File: config.mk
export PLATFORM = sky130hd
export DESIGN_NAME = popcount_seq
export DESIGN_NICKNAME = d
export VERILOG_FILES = /design/src/rtl/popcount_seq.sv
export SDC_FILE = /design/constraint.sdc
export NUM_CORES = 1
export LEC_CHECK = 0
export CAP_MARGIN = 10
export CORE_MARGIN = 3
export CORE_UTILIZATION = 55
export CTS_BUF_LIST = sky130_fd_sc_hd__clkbuf_4
export DETAILED_ROUTE_END_ITERATION = 7
export GPL_TIMING_DRIVEN = 0
export PLACE_DENSITY = 0.83
export SLEW_MARGIN = 20
export SYNTH_ARGS = -nofsm -noshare
export SYNTH_HDL_FRONTEND = slang
export SYNTH_SLANG_ARGS = --single-unit
File: constraint.sdc
create_clock -name clk -period 7.8 [get_ports clk]
set_input_delay 1.56 -clock clk [delete_from_list [all_inputs] [get_ports clk]]
set_output_delay 1.56 -clock clk [all_outputs]
set_load 0.1 [all_outputs]
File: src/rtl/popcount_seq.sv
// Sequential ones/zeros counter: walks a latched word CHUNK_W bits per clock and
// keeps a saturating running total of the per-word counts.
module popcount_seq #(
    parameter int DATA_W  = 32,
    parameter int CHUNK_W = 8,
    parameter int RET_W   = 32
) (
    input  logic                        clk,
    input  logic                        rst,
    input  logic                        i_valid,
    output logic                        o_ready,
    input  logic [DATA_W-1:0]           i_data,
    input  logic                        i_mode,
    input  logic                        i_acc,
    input  logic                        i_clr,
    output logic                        o_valid,
    input  logic                        i_ready,
    output logic [$clog2(DATA_W+1)-1:0] o_cnt,
    output logic [RET_W-1:0]            o_acc,
    output logic                        o_sat
);
    localparam int NCHUNK = DATA_W / CHUNK_W;
    localparam int CNT_W  = $clog2(DATA_W + 1);
    localparam int IDX_W  = (NCHUNK > 1) ? $clog2(NCHUNK) : 1;
    localparam int SUM_W  = ((RET_W > CNT_W) ? RET_W : CNT_W) + 1;
    localparam logic [SUM_W-1:0] ACC_MAX = (SUM_W'(1) << RET_W) - SUM_W'(1);
    localparam logic [IDX_W-1:0] IDX_LAST = IDX_W'(NCHUNK - 1);

    generate
        if (CHUNK_W < 1 || (DATA_W % CHUNK_W) != 0) begin : g_param_chk
            $error("popcount_seq: DATA_W must be a non-zero multiple of CHUNK_W");
        end
    endgenerate

    typedef enum logic [1:0] {IDLE, CALC, DONE} state_t;

    state_t             state_q;
    logic [DATA_W-1:0]  word_q;
    logic               acc_flag_q;
    logic [IDX_W-1:0]   idx_q;
    logic [CNT_W-1:0]   part_q;
    logic [CNT_W-1:0]   cnt_q;
    logic [RET_W-1:0]   acc_q;
    logic               sat_q;
    logic               ready_q;
    logic               valid_q;

    logic [CNT_W-1:0]   part_d;
    logic [SUM_W-1:0]   sum_d;
    logic [RET_W-1:0]   acc_d;
    logic               ovf_d;

    function automatic logic [CNT_W-1:0] popcnt(input logic [CHUNK_W-1:0] v);
        logic [CNT_W-1:0] n;
        n = '0;
        for (int i = 0; i < CHUNK_W; i++) n += CNT_W'(v[i]);
        return n;
    endfunction

    // The word shifts right each CALC cycle, so the active chunk is always the low slice.
    always_comb begin
        part_d = part_q + popcnt(word_q[CHUNK_W-1:0]);
        sum_d  = acc_flag_q ? (SUM_W'(acc_q) + SUM_W'(part_d)) : SUM_W'(part_d);
        ovf_d  = 1'b0;
        acc_d  = sum_d[RET_W-1:0];
        if (sum_d > ACC_MAX) begin
            ovf_d = 1'b1;
            acc_d = ACC_MAX[RET_W-1:0];
        end
    end

    always_ff @(posedge clk) begin
        if (rst) begin
            state_q    <= IDLE;
            word_q     <= '0;
            acc_flag_q <= 1'b0;
            idx_q      <= '0;
            part_q     <= '0;
            cnt_q      <= '0;
            acc_q      <= '0;
            sat_q      <= 1'b0;
            ready_q    <= 1'b1;
            valid_q    <= 1'b0;
        end else begin
            case (state_q)
                IDLE: begin
                    if (i_valid) begin
                        word_q     <= i_mode ? ~i_data : i_data;
                        acc_flag_q <= i_acc;
                        idx_q      <= '0;
                        part_q     <= '0;
                        ready_q    <= 1'b0;
                        state_q    <= CALC;
                    end
                end
                CALC: begin
                    word_q <= word_q >> CHUNK_W;
                    part_q <= part_d;
                    idx_q  <= idx_q + IDX_W'(1);
                    if (idx_q == IDX_LAST) begin
                        cnt_q   <= part_d;
                        valid_q <= 1'b1;
                        acc_q   <= acc_d;
                        sat_q   <= sat_q | ovf_d;
                        state_q <= DONE;
                    end
                end
                DONE: begin
                    if (i_ready) begin
                        valid_q <= 1'b0;
                        ready_q <= 1'b1;
                        state_q <= IDLE;
                    end
                end
                default: state_q <= IDLE;
            endcase
            // Clear wins over a same-cycle accumulator update.
            if (i_clr) begin
                acc_q <= '0;
                sat_q <= 1'b0;
            end
        end
    end

    assign o_ready = ready_q;
    assign o_valid = valid_q;
    assign o_cnt   = cnt_q;
    assign o_acc   = acc_q;
    assign o_sat   = sat_q;
endmodule

==> flow_summary.toml <==
[outcome]
status = "completed"

[placement]
numPortBuffers = 77
gp_congestion = 1.01
dp_cells = 752
place_ws_ns = 2.24
place_area_um2 = 5470
post-dp-hpwl_um = 10200

[die]
initial_utilization = 0.580
design.core.area_um2 = 7890
die_height_um = 97.2
dieArea_um2 = 9440
die_width_um = 97.2
fp-row-count = 32
io_pins = 80

[logic_synthesis]
mappedNetlistNets = 631
synth_area_um2 = 4570
synth_edf_count = 0
ys_seq_elements = 84
synth_cells = 573
seq_area_frac_synth = 0.368
async_flop_share = 0
syn_area_per_cell_um2 = 7.98
yosys_warnings = 0
synth_ff_type = "dfxtp_1"
synth_cell_types = 46

[finish]
seq_area_um2 = 1680
multi_input_area_um2 = 2650
drive_above_1_share = 0.0390
synthToLayoutAreaGrowth_pct = 23.3
nFillCells = 661
final_cell_mix = "nor2_1 (102), dfxtp_1 (84), clkdlybuf4s50_1 (77), clkbuf_1 (39), xnor2_1 (38)"
n_antenna_cell = 0
final_common_cell = "nor2_1"
nets = 719
design_area_um2 = 5640
fin_cells = 768

[clocking]
clockBufferDepth = 2
htreeDepth = 3
clk_latency_ns = 0.44
cts-hold-fix-buffers = 0
post_cts_resized = 0
root_buffer = "clkbuf_4"
clock-sinks = 84
clk_pin_slew_worst_paths_ns = 0.14
cts_tree = "built"
post-cts-setup-buffers = 0
cts_made_buffers = 9

[sta]
fin_crit_ns = 5.66
worst_pin_slew_ns = 0.983
tns_ns = 0
finClkSkew_ns = 0.0186
setup_viol = 0
fin_crit_sh = 0.725
hold_violations = 0
clock.fmax_mhz = 177
rsz0062_at_grt = "no"
layout_setup_ws_ns = 2.14
worst_slew_margin_rel = 0.342
final-max-slew-violation-count = 0

[power_and_ir_drop]
p_comb_frac = 0.198
p_per_area_nw_per_um2 = 167
p_leak_nw = 1.94
switchingPower_mw = 0.284
vdd_drop_max_uv = 104
p_sw_frac = 0.302
p_seq_frac = 0.488
p_int_mw = 0.656
clkPwrFrac = 0.314

[route]
routed_wl_um = 13500
drc_errors = 0
via_per_inst = 6.09
antenna_left = 0
wire_per_inst_um = 17.5
dr.pass1.iters = 4
initialDrtViolationCount = 232
vias = 4678

[global_routing]
antenna_found_initial = 0
gr-total-overflow = 0
grt_pass1_wl_um = 22400
grt_pass1_vias = 4663
grt_max_degree = 16
grtUsageTotal = 0.288

[worst_setup_path]
cpMostUsedCell = "fa_1"
crit_path_start_kind = "register"
slowest_stage = "fa_1"
slowest_delay_ns = 0.55
critPathCaptureType = "register"
cp.required_ns = 8.10
path_cells = "fa_1 > inv_1 > fa_1 > fa_1 > fa_1 > fa_1 > inv_1 > a21o_1 > a21oi_1 > xnor2_1 > ha_1 > o211ai_1 > a21oi_2 > o21ai_1 > o21a_1 > clkbuf_1 > a211oi_1"
worstPathMaxFanout = 10
crit_type = "register to register"
arrival_ns = 5.95

[run]
cap_violations = 0

[hold_path]
hold_class = "register to register"
-- kinds of logic (layout without fill, tap and decap cells) --
logic type,count (synthesis),in the layout,synth area share
xor+xnor,40,40,0.0766
mux,4,4,0.00876
compound gates,159,159,0.232
fa+ha+maj,19,19,0.0619
simple gates,204,204,0.201
flops,84,84,0.368
buf+inv,63,156,0.0520
-- state kept, by name, summed over array words and instances (netlist names) --
signal	count
acc_flag_q	1
idx_q	2
o_acc	32
o_cnt	6
o_ready	1
o_sat	1
o_valid	1
part_q	6
state_q	2
word_q	32
-- Yosys cell counts (all sizes together), types with 4 or more instances --
master / n / share of area
nand2b: 6 / 0.0082
and4: 4 / 0.0088
a211oi: 13 / 0.021
dfxtp: 84 / 0.37
o21ai: 35 / 0.041
nand2: 32 / 0.026
nand3: 20 / 0.022
fa: 6 / 0.026
nor4: 7 / 0.0096
and3: 4 / 0.0055
mux2i: 4 / 0.0088
a31oi: 21 / 0.029
o21a: 8 / 0.013
nand4: 4 / 0.0055
clkbuf: 39 / 0.032
xnor2: 38 / 0.073
or3: 4 / 0.0055
a21o: 4 / 0.0066
nor3: 11 / 0.012
inv: 21 / 0.017
a221oi: 25 / 0.048
a21oi: 35 / 0.039
nor2: 102 / 0.084
nor2b: 4 / 0.0055
ha: 13 / 0.036
-- worst max-delay path: cells and delay by family (launching register included) --
kind / cells / cell delay, ns
adder cells (fa/ha/maj): 6 / 2.67
AO/OA/AOI/OAI: 7 / 1.43
buffers and inverters: 3 / 0.62
XOR/XNOR: 1 / 0.41
flip-flops: 1 / 0.36
-- final timing paths --
kind	from	endpoint	slack, ns	cells after the start
setup reg to reg	word_q[0]	o_acc[16]	2.14	17
setup / recovery	word_q[0]	o_acc[16]	2.14	17
hold reg to reg	o_sat	o_sat	0.46	2
hold / removal	o_sat	o_sat	0.46	2
-- power groups by stage --
| stage | sequential, mW | clock, mW | combinational (mW) |
|---|---|---|---|
| global route | 0.461 | 0.310 | 0.207 |
| global placement | 0.467 | 0 | 0.175 |
| CTS | 0.458 | 0.295 | 0.185 |
| finish | 0.459 | 0.295 | 0.186 |
| detailed placement | 0.468 | 0 | 0.184 |
| floorplan | 0.468 | 0 | 0.123 |
-- final cells by class --
class,count,share of cell area
Multi-Input combinational cell,426,0.471
Sequential cell,84,0.298
Timing Repair Buffer,77,0.137
Buffer,42,0.0282
Tap cell,102,0.0226
Clock inverter,7,0.0173
Inverter,21,0.0140
Clock buffer,9,0.0120
-- per-stage QoR --
step	total power, mW	utilization	hold WS, ns
detailed placement	0.651	0.694	0.446
CTS	0.938	0.714	0.466
finish	0.940	0.714	0.458
floorplan	0.591	-	0.448
global route	0.977	0.714	0.493
global placement	0.641	0.694	0.437
-- per-layer routing --
layer  GRT usage  vias up  part of all wire
li1            -     2223                 -
met1       0.339     2207              0.40
met2       0.510      215              0.50
met3      0.0481       33             0.070
met4       0.127        0             0.028
met5           0        -                 0
Note: power is estimated with default switching activity, not from simulation.
